**src/rtl/mem_access_unit.sv**
```systemverilog
// MEM-stage load/store unit: issues data-memory requests, waits for the bus handshake,
// aligns load data and maintains the WB-stage pipeline registers.
module mem_access_unit #(
    parameter int DATA_W   = 32,
    parameter int RA_W     = 5,
    parameter int MAX_WAIT = 15
) (
    input  logic                clk,
    input  logic                reset_n,
    input  logic [DATA_W-1:0]   ALU_out_MEM,
    input  logic [DATA_W-1:0]   S3_MEM,
    input  logic [RA_W-1:0]     Rd_MEM,
    input  logic                d_load_enable_MEM,
    input  logic                d_write_enable_MEM,
    input  logic [1:0]          size_MEM,
    input  logic                unsigned_MEM,
    output logic [DATA_W-1:0]   d_address,
    output logic [DATA_W-1:0]   d_data_write,
    output logic                d_write_enable,
    output logic                d_read_enable,
    output logic [DATA_W/8-1:0] d_byte_en,
    input  logic [DATA_W-1:0]   d_data_read,
    input  logic                d_data_valid,
    output logic                stall_MEM,
    output logic [DATA_W-1:0]   ALU_out_MEM_backward,
    output logic [RA_W-1:0]     Rd_MEM_backward,
    output logic [RA_W-1:0]     Rd_WB,
    output logic                d_load_enable_WB,
    output logic [DATA_W-1:0]   result_WB,
    output logic [1:0]          exc_WB
);
    localparam int BE_W  = DATA_W / 8;
    localparam int OFF_W = $clog2(BE_W);

    typedef enum logic {IDLE, WAIT} state_t;

    state_t            state;
    logic [7:0]        wait_cnt;

    logic [DATA_W-1:0] cap_addr;
    logic [DATA_W-1:0] cap_wdata;
    logic [1:0]        cap_size;
    logic              cap_uns;
    logic              cap_load;
    logic [RA_W-1:0]   cap_rd;

    logic [DATA_W-1:0] cur_addr;
    logic [DATA_W-1:0] cur_wdata;
    logic [1:0]        cur_size;
    logic              cur_uns;
    logic              cur_load;
    logic              cur_access;
    logic [RA_W-1:0]   cur_rd;

    logic [OFF_W-1:0]  off;
    logic              misaligned;
    logic              issue;
    logic              timeout;
    logic [BE_W-1:0]   be_raw;
    logic [DATA_W-1:0] shifted;
    logic [DATA_W-1:0] load_data;

    // While waiting, the request comes from the captured copy so the bus sees a stable access.
    always_comb begin
        cur_addr   = ALU_out_MEM;
        cur_wdata  = S3_MEM;
        cur_size   = size_MEM;
        cur_uns    = unsigned_MEM;
        cur_load   = d_load_enable_MEM;
        cur_access = d_load_enable_MEM | d_write_enable_MEM;
        cur_rd     = Rd_MEM;
        if (state == WAIT) begin
            cur_addr   = cap_addr;
            cur_wdata  = cap_wdata;
            cur_size   = cap_size;
            cur_uns    = cap_uns;
            cur_load   = cap_load;
            cur_access = 1'b1;
            cur_rd     = cap_rd;
        end
    end

    assign off = cur_addr[OFF_W-1:0];

    always_comb begin
        misaligned = 1'b0;
        case (cur_size)
            2'b00:   misaligned = 1'b0;
            2'b01:   misaligned = cur_addr[0];
            2'b10:   misaligned = |cur_addr[1:0];
            default: misaligned = (DATA_W == 32) ? 1'b1 : |cur_addr[2:0];
        endcase
    end

    assign issue   = reset_n & cur_access & ~misaligned;
    assign timeout = reset_n && (state == WAIT) && !d_data_valid
                     && (wait_cnt == 8'(MAX_WAIT - 1));

    assign stall_MEM      = issue & ~d_data_valid & ~timeout;
    assign d_read_enable  = issue & cur_load;
    assign d_write_enable = issue & ~cur_load;
    assign d_address      = cur_addr & ~DATA_W'(BE_W - 1);

    always_comb begin
        be_raw       = '1;
        d_data_write = cur_wdata;
        case (cur_size)
            2'b00: begin
                be_raw       = BE_W'(1) << off;
                d_data_write = {BE_W{cur_wdata[7:0]}};
            end
            2'b01: begin
                be_raw       = BE_W'(3) << off;
                d_data_write = {(DATA_W/16){cur_wdata[15:0]}};
            end
            2'b10: begin
                be_raw       = BE_W'(15) << off;
                d_data_write = {(DATA_W/32){cur_wdata[31:0]}};
            end
            default: begin
                be_raw       = '1;
                d_data_write = cur_wdata;
            end
        endcase
    end

    assign d_byte_en = issue ? be_raw : '0;

    // Move the addressed lane down to bit 0, then extend according to the access size.
    always_comb begin
        shifted   = d_data_read >> {off, 3'b000};
        load_data = shifted;
        case (cur_size)
            2'b00: begin
                if (cur_uns) load_data = DATA_W'(shifted[7:0]);
                else         load_data = DATA_W'($signed(shifted[7:0]));
            end
            2'b01: begin
                if (cur_uns) load_data = DATA_W'(shifted[15:0]);
                else         load_data = DATA_W'($signed(shifted[15:0]));
            end
            2'b10: begin
                if (cur_uns) load_data = DATA_W'(shifted[31:0]);
                else         load_data = DATA_W'($signed(shifted[31:0]));
            end
            default: load_data = shifted;
        endcase
    end

    assign ALU_out_MEM_backward = ALU_out_MEM;
    assign Rd_MEM_backward      = d_load_enable_MEM ? '0 : Rd_MEM;

    always_ff @(posedge clk) begin
        if (!reset_n) begin
            state            <= IDLE;
            wait_cnt         <= '0;
            Rd_WB            <= '0;
            d_load_enable_WB <= 1'b0;
            result_WB        <= '0;
            exc_WB           <= 2'b00;
        end else begin
            case (state)
                IDLE: begin
                    if (stall_MEM) begin
                        state     <= WAIT;
                        wait_cnt  <= '0;
                        cap_addr  <= ALU_out_MEM;
                        cap_wdata <= S3_MEM;
                        cap_size  <= size_MEM;
                        cap_uns   <= unsigned_MEM;
                        cap_load  <= d_load_enable_MEM;
                        cap_rd    <= Rd_MEM;
                    end
                end
                WAIT: begin
                    if (d_data_valid || timeout) state <= IDLE;
                    else                         wait_cnt <= wait_cnt + 8'd1;
                end
            endcase

            // Faulting or stalled accesses leave a bubble; the exception flag lives for one cycle.
            if (stall_MEM) begin
                Rd_WB            <= '0;
                d_load_enable_WB <= 1'b0;
                exc_WB           <= 2'b00;
            end else if (timeout) begin
                Rd_WB            <= '0;
                d_load_enable_WB <= 1'b0;
                exc_WB           <= 2'b10;
            end else if (cur_access && misaligned) begin
                Rd_WB            <= '0;
                d_load_enable_WB <= 1'b0;
                exc_WB           <= 2'b01;
            end else begin
                Rd_WB            <= cur_rd;
                d_load_enable_WB <= cur_access & cur_load;
                result_WB        <= (cur_access && cur_load) ? load_data : cur_addr;
                exc_WB           <= 2'b00;
            end
        end
    end
endmodule
```
**config.mk**
```make
export PLATFORM = sky130hd
export DESIGN_NAME = mem_access_unit
export DESIGN_NICKNAME = d
export VERILOG_FILES = /design/src/rtl/mem_access_unit.sv
export SDC_FILE = /design/constraint.sdc
export NUM_CORES = 1
export LEC_CHECK = 0
export ABC_AREA = 1
export BUFFER_PORTS_ARGS = -buffer_cell sky130_fd_sc_hd__buf_4
export CORE_ASPECT_RATIO = 0.5
export CORE_UTILIZATION = 50
export CTS_BUF_LIST = sky130_fd_sc_hd__clkbuf_16
export CTS_CLUSTER_DIAMETER = 40
export CTS_CLUSTER_SIZE = 24
export DETAILED_ROUTE_END_ITERATION = 10
export GPL_TIMING_DRIVEN = 0
export HOLD_SLACK_MARGIN = 0.08
export PLACE_DENSITY = 0.83
export SLEW_MARGIN = 20
export SYNTH_ARGS = -nofsm -noshare
export SYNTH_HDL_FRONTEND = slang
export SYNTH_SLANG_ARGS = --single-unit
export TNS_END_PERCENT = 50
```
**constraint.sdc**
```tcl
create_clock -name clk -period 7.32 [get_ports clk]
set_input_delay 1.83 -clock clk [delete_from_list [all_inputs] [get_ports clk]]
set_output_delay 1.83 -clock clk [all_outputs]
set_load 0.05 [all_outputs]
```
==> results by stage, run 1 <==
Synthesis:
- The number of cells produced by synthesis is 894.
- The distinct cell type count of the synthesized netlist is 39.
- In this run, synthesis inferred 73 flip-flops with an integrated enable.
- After synthesis, the largest area contributor takes up roughly a third of total cell area.
- During synthesis, Yosys emitted a total of 0 warnings.
- The post-synthesis instance area is 6970 um^2.
- In this run, synthesis produced a sequential element count of approximately 120.
- The dominant cell type by area after synthesis is sky130_fd_sc_hd__edfxtp_1.
- The share of async-settable or async-resettable flops after synthesis is 0%.
- The mean cell area of the mapped netlist is 7.79 um^2.
- Among all flip-flop cells after synthesis, the most frequent one is sky130_fd_sc_hd__edfxtp_1.
- Yosys attributes the largest share of cell area to sky130_fd_sc_hd__edfxtp_1 31%, sky130_fd_sc_hd__dfxtp_1 14%, sky130_fd_sc_hd__nand2_1 11%.
- For this run, the register share of the synthesized area comes to 45.5%.

STA:
- Setup repair after global routing left no endpoint under its margin.
- The fmax is roughly 160 MHz.
- The slack of the critical path is 1020 ps.
- Setup violations remaining at the end of the flow were counted as 0.
- On the final layout, the worst hold slack is 464 ps.
- On the final layout, the worst clock skew is roughly 7.9 ps.
- In the finished design, the share of the clock period the worst path needs comes to approximately 86%.
- Headroom to the max-slew limit came out at around two fifths.
- The final hold violation count is 0.
- Counting I/O delays and the setup requirement, the final critical path takes 6300 ps.
- The count of pins over their slew limit is 0.
- At the pin with the least slew margin, the transition time is slightly below 900 ps.

Die:
- The floorplan row count is 30.
- After floorplanning, the core was sized to cover 13600 um^2.
- The number of I/O pins is 257.
- Measured along the y axis, the die boundary spans approximately 85 um.
- The initial utilization of the core area, before any placement, comes to between 50% and 60%.
- The floorplan step defined a die boundary enclosing 14400 um^2.
- The die boundary width is 169 um.

Placement:
- After legalization and detailed placement, the total HPWL measured 16800 um.
- The port buffer count is 253.
- The routability congestion estimate from global placement is 0.927.
- The area after detailed placement is 9200 um^2.
- Prior to clock tree synthesis, the placed netlist has a worst setup slack of 1070 ps.

Global routing:
- Global routing used 52.7% of the available met2 tracks.
- The total grt overflow is 0.
- The first global-routing pass estimated 34100 um of wire.
- The met3 track utilization from global routing is between 5 and 6%.
- The met1 demand-to-capacity share in global routing is 38.9%.
- After global routing, the most crowded layer is met2.
- The number of global-route vias before repair is 6760.
- For this run, the total global-route usage over all layers was measured as 30.7%.
- The maximum number of pins on one net before global-route repair is 26.
- The number of antenna violations at the first check in global routing came to 0.

CTS:
- The number of setup buffers added after CTS is 0.
- The root buffer selected by CTS is sky130_fd_sc_hd__clkbuf_16.
- For the worst-skew pair, the clock arrives at the later sink with an insertion delay of roughly 420 ps.
- The clock tree synthesis step divided the H-tree into 4 levels.
- The post-CTS clock slew at the launch and capture registers of the worst setup and hold paths is 60 ps.
- For this design, the CTS-stage hold fixing added 0 buffers.
- The number of buffers created by CTS is 17.
- After clock tree synthesis, the repair step resized 0 gates.
- Counting every sink on the clock net gives approximately 120.
- The maximum clock path buffer count is 2.
- The CTS tree is done.

Worst setup path:
- On the worst path, the slowest cell contributes a delay of 510 ps.
- The signal on the critical path passes through buf_4 -> o21ai_0 -> inv_1 -> ha_1 -> nor2_1 -> clkbuf_1 -> o21ai_0 -> o221ai_1 -> buf_4.
- On the critical path, the stage with the largest delay is an instance of sky130_fd_sc_hd__nor2_1.
- The category of the worst setup path capture point is an output port.
- The type of origin of the critical path is a primary input.
- The data arrival time of the critical path is 4470 ps.
- The critical path start-end classification is in -> out.
- Along the worst path, the maximum fanout reaches 10.
- STA puts the critical path data required time at between 5000 and 6000 ps.

Detailed routing:
- For this block, the initial DRC count from the detailed router was 586.
- Wires add up to 22000 um.
- The first detailed-routing pass ran for 8 iterations.
- The routed layout has 7132 vias.
- After detailed routing, the average wire length per cell comes to 16.0 um.
- After detailed routing, the number of vias per cell comes to between 5 and 6.
- Once detail routing completed, the nets flagged for antenna violations numbered 0.
- The DRC violation count after routing is 0.

Cells and area:
- In the final layout, the share of cells above drive strength 1 is 34.9%.
- In the final design database the tool counted 1286 nets.
- The area growth from synthesis to layout is 40.5%.
- Summing all non-filler instances in the final layout gives an area of 9790 um^2.
- The total inserted antenna cells is 0.
- Measured on the finished design, the core utilization comes to between 70% and 80%.

Power:
- The cell area power density is 252 nW/um^2.
- The analysis attributes to cell leakage a power of 0.00465 uW.
- Of the total power, the share spent switching nets is 37.6%.
- The power spent charging and discharging nets is just over 900 uW.
- The completed layout was analyzed and its total power is 2470 uW.
- IR analysis of the VDD net gives a maximum drop of 141 uV.
- In this run, the clock network consumes 34.4% of the power.
- In this run, the combinational gates consume ~33% of the power.
- The fraction of power consumed by sequential logic is 32.3%.
- Internal power comes to about 1500 uW.

Flow run:
- The total of max-cap violations is 0.

Hold path:
- The worst min-delay path category is reg -> reg.

Run status:
- The run finished with clean final reports.
area by class of cell:
cell class              instances  area (um^2)
multi-input cells             601         2970
fillers                      1117         3800
inverters                      93          349
plain buffers                  79          489
flip-flops and latches        122         3170
well taps                     192          240
repair buffers                256         1980
clock buffers                  17          425
clock inverters                15          164
layer usage:
| layer | vias to the layer above | part of all wire [%] |
|---|---|---|
| met5 | - | 0 |
| met4 | 0 | 2.2 |
| met3 | 48 | 7.0 |
| met2 | 350 | 48 |
| met1 | 3298 | 43 |
| li1 | 3436 | - |
placed cells by master (no fill, tap or decap), types with 6 or more instances in the layout:
master / n
sky130_fd_sc_hd__o22ai_1: 8
sky130_fd_sc_hd__o21ai_1: 15
sky130_fd_sc_hd__nor2_1: 94
sky130_fd_sc_hd__nand2_4: 7
sky130_fd_sc_hd__mux2i_1: 8
sky130_fd_sc_hd__or2_2: 35
sky130_fd_sc_hd__nand3_1: 34
sky130_fd_sc_hd__ha_1: 7
sky130_fd_sc_hd__nand2_1: 210
sky130_fd_sc_hd__a21oi_1: 38
sky130_fd_sc_hd__inv_6: 6
sky130_fd_sc_hd__a21oi_2: 10
sky130_fd_sc_hd__buf_4: 290
sky130_fd_sc_hd__clkbuf_1: 17
sky130_fd_sc_hd__o221ai_1: 8
sky130_fd_sc_hd__nor3_1: 7
sky130_fd_sc_hd__inv_1: 91
sky130_fd_sc_hd__dfxtp_1: 49
sky130_fd_sc_hd__buf_2: 19
sky130_fd_sc_hd__clkbuf_16: 17
sky130_fd_sc_hd__o21ai_0: 86
sky130_fd_sc_hd__edfxtp_1: 73
metrics by stage:
step | instances | TNS [ps]
detailed placement | 1343 | 0
finish | 1375 | 0
global placement | 1340 | -71080
global route | 1375 | 0
floorplan | 895 | 0
CTS | 1375 | 0
worst max-delay path, delay by kind of cell:
family                     cells  cell delay [ps]
and+or+nand+nor                1              510
AOI/OAI and AO/OA              3              830
adders and majority gates      1              360
buffers and inverters          4              930
power groups by stage:
| stage | registers [uW] | logic (uW) | clock network, uW |
|---|---|---|---|
| after floorplan | 919 | 439 | 0 |
| after global placement | 813 | 798 | 0 |
| after detailed placement | 812 | 811 | 0 |
| after CTS | 797 | 815 | 858 |
| after global routing | 802 | 866 | 886 |
| final | 798 | 820 | 849 |
cell usage after synthesis, types with 3 or more instances:
master,number
sky130_fd_sc_hd__nand2_2,5
sky130_fd_sc_hd__o221ai_1,8
sky130_fd_sc_hd__dfxtp_1,49
sky130_fd_sc_hd__nand2_4,7
sky130_fd_sc_hd__o21ai_0,86
sky130_fd_sc_hd__o22ai_1,8
sky130_fd_sc_hd__a21oi_2,10
sky130_fd_sc_hd__buf_4,37
sky130_fd_sc_hd__and2_1,3
sky130_fd_sc_hd__or2_2,35
sky130_fd_sc_hd__edfxtp_1,73
sky130_fd_sc_hd__nand3_1,34
sky130_fd_sc_hd__clkbuf_1,17
sky130_fd_sc_hd__nand4_1,4
sky130_fd_sc_hd__o21ai_1,15
sky130_fd_sc_hd__a21oi_1,38
sky130_fd_sc_hd__mux2i_1,8
sky130_fd_sc_hd__buf_2,19
sky130_fd_sc_hd__nor2_1,95
sky130_fd_sc_hd__inv_1,91
sky130_fd_sc_hd__buf_6,4
sky130_fd_sc_hd__ha_1,7
sky130_fd_sc_hd__nand2_1,210
sky130_fd_sc_hd__a31oi_1,5
sky130_fd_sc_hd__nor3_1,7
kinds of logic (layout without fill, tap and decap cells):
family / count (synthesis) / after routing / synth area share, %
flops: 122 / 122 / 45.5
compound gates: 171 / 171 / 13.6
other cells: 1 / 2 / 0.0538
buf+inv: 172 / 460 / 12.0
fa+ha+maj: 7 / 7 / 1.26
simple gates: 412 / 412 / 26.2
xor+xnor: 1 / 1 / 0.126
mux: 8 / 8 / 1.15
flip-flops by register name, summed over array words and instances, names as in the netlist:
signal	cells
state	1
cap_wdata	32
Rd_WB	5
cap_uns	1
wait_cnt	8
cap_size	2
cap_addr	32
cap_load	1
result_WB	32
exc_WB	2
d_load_enable_WB	1
cap_rd	5
final timing paths:
kind               startpoint  cells past startpoint          endpoint  slack (ps)
setup reg to reg        state                     14       cap_size[1]        3420
hold reg to reg   wait_cnt[6]                      2       wait_cnt[6]         460
setup / recovery  size_MEM[0]                      9  d_data_write[31]        1020
hold / removal    wait_cnt[6]                      2       wait_cnt[6]         460
(Power assumes the default switching activity.)
==> run 2: changes to the inputs <==
--- a/config.mk
+++ b/config.mk
@@ -5,15 +5,15 @@
 export SDC_FILE = /design/constraint.sdc
 export NUM_CORES = 1
 export LEC_CHECK = 0
-export ABC_AREA = 1
+export ABC_AREA = 0
 export BUFFER_PORTS_ARGS = -buffer_cell sky130_fd_sc_hd__buf_4
 export CORE_ASPECT_RATIO = 0.5
+export CORE_MARGIN = 2
 export CORE_UTILIZATION = 50
 export CTS_BUF_LIST = sky130_fd_sc_hd__clkbuf_16
 export CTS_CLUSTER_DIAMETER = 40
 export CTS_CLUSTER_SIZE = 24
 export DETAILED_ROUTE_END_ITERATION = 10
-export GPL_TIMING_DRIVEN = 0
 export HOLD_SLACK_MARGIN = 0.08
 export PLACE_DENSITY = 0.83
 export SLEW_MARGIN = 20
==> results by stage, run 2 <==
Synthesis:
- The post-synthesis instance area was 6760 um^2 (-2.9%).
- The number of warning messages in the yosys log is 0 (unchanged).
- The share of async-settable or async-resettable flops after synthesis was 0% (unchanged).
- The number of register bits inferred by synthesis was 122 (unchanged).
- After synthesis, the most frequently instantiated cells are 89 x sky130_fd_sc_hd__nand2_1, 73 x sky130_fd_sc_hd__edfxtp_1, 51 x sky130_fd_sc_hd__mux2_2, 49 x sky130_fd_sc_hd__dfxtp_1, 44 x sky130_fd_sc_hd__a21oi_1.
- The dominant cell type by area after synthesis is sky130_fd_sc_hd__edfxtp_1.
- The sequential area share after synthesis came to 46.9% (+1.4 points).
- The most common cell in the synthesized netlist is sky130_fd_sc_hd__nand2_1.
- In the post-synthesis netlist, the biggest area contributors are sky130_fd_sc_hd__edfxtp_1 32%, sky130_fd_sc_hd__dfxtp_1 15%, sky130_fd_sc_hd__mux2_2 8.5%.
- The number of flops mapped to enable cells by yosys came to 73 (unchanged).
- The number of cells produced by synthesis came to 648 (-28%).
- The main flop type after synthesis is sky130_fd_sc_hd__edfxtp_1.
- The fraction of post-synthesis cell area in the top cell type by area is 32.4% (+0.95 points).
- The distinct cell type count of the synthesized netlist is 56 (+44%).
- The mean cell area of the mapped netlist is 10.4 um^2 (+34%).

Flow run:
- The total of max-cap violations is 0 (unchanged).

Worst setup path:
- The largest fanout on the critical path was 25 (+15).
- In this design, the largest share of critical-path delay is due to simple AND/OR/NAND/NOR gates.
- The worst setup path is launched from a primary input.
- The data arrival time of the critical path is 4170 ps (-300 ps).
- The critical path required time was 5490 ps (about the same).
- The critical path start-end classification is in -> out.
- Traced cell by cell, the critical path runs through buf_4 -> mux2i_1 -> inv_1 -> ha_1 -> buf_4 -> nor2_2 -> nand2_1 -> o211ai_1 -> buf_4.
- The biggest cell delay along the critical path is 760 ps (+250 ps).
- The reg-to-reg setup timing slack is 3380 ps (-40 ps).
- The worst setup path is captured at an output port.
- The number of buffers and inverters on the critical path is 4 (unchanged).
- Among all stages on the critical path, the largest delay is contributed by sky130_fd_sc_hd__nor2_2.
- The worst register-to-register path begins at state.
- The end of the worst register-to-register path is cap_wdata[26].
- The most common cell type on the critical path is sky130_fd_sc_hd__buf_4.
- The number of cell instances on the worst register-to-register path is 8 (-6).

CTS:
- In this run the clock root is driven by a sky130_fd_sc_hd__clkbuf_16.
- The CTS H-tree depth is 4 (unchanged).
- The number of setup buffers added after CTS is 0 (unchanged).
- The clock network latency to the later pin of the worst-skew pair came to 410 ps (about the same).
- The post-cts repair resize count is 0 (unchanged).
- The maximum clock path buffer count is 2 (unchanged).
- The CTS tree is done.
- The hold buffer count at CTS is 0 (unchanged).
- The post-CTS clock slew at the launch and capture registers of the worst setup and hold paths was 50 ps (about the same).
- The number of buffers created by CTS is 17 (unchanged).
- The number of sinks handled by clock tree synthesis came to 122 (unchanged).

Cells and area:
- Relative to the synthesized area, the layout overhead comes to 34.6%.
- The filler cell count is 952 (-15%).
- The share of the core filled with cells in the final layout is 70.5% (-1.6 points).
- The footprint of the flip-flops and latches came to 3180 um^2 (+0.12%).
- In the layout the commonest cells are 261 x sky130_fd_sc_hd__buf_4, 89 x sky130_fd_sc_hd__nand2_1, 73 x sky130_fd_sc_hd__edfxtp_1.
- The post-route cell area is 9100 um^2 (-7.0%).
- The share of final-layout standard cells stronger than drive strength 1 is 42.5% (+7.6 points).
- The total inserted antenna cells is 0 (unchanged).
- The area of the multi-input gates is 3120 um^2 (+5.1%).
- The largest registers in the layout are cap_addr (32), cap_wdata (32), result_WB (32).
- The count of nets after finishing is 971 (-24%).
- The leading cell type in the layout, fill and taps excluded is sky130_fd_sc_hd__buf_4.

STA:
- The final count of negative-setup-slack endpoints is 0 (unchanged).
- The final hold violation count is 0 (unchanged).
- The final clock period utilization by the worst path is 81.9% (-4.2 points).
- The worst-margin pin slew is 1010 ps (+127 ps).
- The slack of the critical path is 1320 ps (+309 ps).
- The fmax is 167 MHz (+5.2%).
- The count of pins over their slew limit is 0 (unchanged).
- The post-route clock skew came to 8.29 ps (+0.433 ps).
- The sum of negative setup slack came to 0 ps (unchanged).
- The headroom to the max-slew limit is 32.9% (-8.3 points).
- The post-route minimum period is 6000 ps (-309 ps).
- Setup repair after global routing left no endpoint under its margin.

Die:
- The vertical die dimension is 86.2 um (+0.90%).
- The floorplan row count is 29 (-3.3%).
- The number of I/O pins is 257 (unchanged).
- The die boundary width came to 168 um (-0.28%).
- The core footprint is 12900 um^2 (-4.9%).
- The effective utilization at floorplan came to 52.4% (+1.1 points).
- The full die area is 14500 um^2 (+0.62%).

Detailed routing:
- The initial detailed-routing violation count is 554 (-5.5%).
- The aggregate routed wire length is 20300 um (-8.1%).
- The routed length per placed instance was 19.5 um (+22%).
- The vias per cell is 5.90 (+14%).
- The DRC violation count after routing was 0 (unchanged).
- The number of vias in the routed layout is 6128 (-14%).
- The number of nets with antenna violations after detailed routing was 0 (unchanged).
- The iteration count of the initial detailed-routing pass is 5 (-3).

Global routing:
- The total grt overflow was 0 (unchanged).
- The number of global-route vias before repair is 5959 (-12%).
- The number of antenna violations at the first check in global routing is 0 (unchanged).
- The global-route usage over all layers is 27.3% (-3.4 points).
- The maximum number of pins on one net before global-route repair came to 71 (+170%).
- The wire length of the first global-routing pass is 30800 um (-9.6%).

Placement:
- The routability congestion estimate from global placement is 0.900 (-2.9%).
- The pre-CTS setup slack came to 1350 ps (+275 ps).
- The detailed-placement wirelength estimate was 14500 um (-13%).
- The area after detailed placement came to 8490 um^2 (-7.8%).
- The port buffer count is 254 (+0.40%).

Hold path:
- The number of instances on the worst hold path is 2 (unchanged).
- The startpoint identified for the worst hold timing path is result_WB[26].
- The end point of the most critical hold path is result_WB[26].
- The tightest min-delay check is of the reg -> reg type.

Power:
- The fraction of power consumed by sequential logic is 34.3% (+2.0 points).
- The net switching fraction of the power is 34.3% (-3.3 points).
- The cell area power density was 253 nW/um^2 (+0.38%).
- The cell-internal power is 1510 uW (-1.7%).
- The combinational cell fraction of total power is 28.4% (-4.8 points).
- The power spent charging and discharging nets is 789 uW (-15%).
- The leakage power summed over all cells is 0.00369 uW (-21%).
- The worst supply voltage drop on vdd is 144 uV (+2.1%).
- The share of power burned in the clock network is 37.3% (+2.9 points).
- The overall power of the completed layout is 2300 uW (-6.7%).

Run status:
- The run finished with clean final reports.
[run 2: worst min-delay path: stages, from the launching register on]
cell                      delay (ps)
sky130_fd_sc_hd__dfxtp_1         310
sky130_fd_sc_hd__nand2_1          50
sky130_fd_sc_hd__o21ai_1          50
[run 2: cell families (layout without fill, tap and decap cells)]
logic type,after synthesis,after routing,share of synthesized area (%)
and+or+nand+nor,171,171,11.2
AOI/OAI and AO/OA,166,166,16.4
DFF,122,122,46.9
muxes,98,98,16.8
buffers and inverters,83,302,7.44
adders and majority gates,7,7,1.29
other,1,2,0.0554
[run 2: per-stage QoR]
step	cells	hold slack, ps
5_1_grt	1038	469
3_3_place_gp	1006	438
3_5_place_dp	1006	442
4_1_cts	1038	449
6_report	1038	448
2_1_floorplan	649	452
[run 2: power by group through the flow]
stage	combinational [uW]	sequential (uW)	clock [uW]
2_1_floorplan	372	877	0
3_3_place_gp	637	802	0
3_5_place_dp	647	803	0
4_1_cts	649	789	866
5_1_grt	683	793	889
6_report	654	790	860
[run 2: area by class of cell]
class | instances | area share, %
clock buffers | 17 | 4.67
clock inverters | 15 | 1.92
inverters | 9 | 0.371
multi-input cells | 444 | 34.3
flip-flops and latches | 122 | 34.9
well taps | 170 | 2.34
repair buffers | 261 | 21.5
[run 2: per-layer routing]
metal  track usage (%)  vias to the layer above  part of all wire (%)
met4              11.9                        0                   3.0
met5                 0                        -                     0
li1                  -                     2804                     -
met2              46.7                      333                    48
met1              34.1                     2933                    41
met3              5.98                       58                   7.9
[run 2: worst max path at each step]
stage / to / start / slack, ps / depth (start not counted)
4_1_cts: d_data_write[26] / size_MEM[0] / 1340 / 9
3_3_place_gp: d_data_write[30] / size_MEM[0] / 1510 / 9
2_1_floorplan: cap_addr[0] / size_MEM[0] / 1110 / 7
5_1_grt: d_data_write[25] / size_MEM[0] / 1120 / 9
6_report: d_data_write[26] / size_MEM[0] / 1320 / 9
3_5_place_dp: d_data_write[26] / size_MEM[0] / 1350 / 9
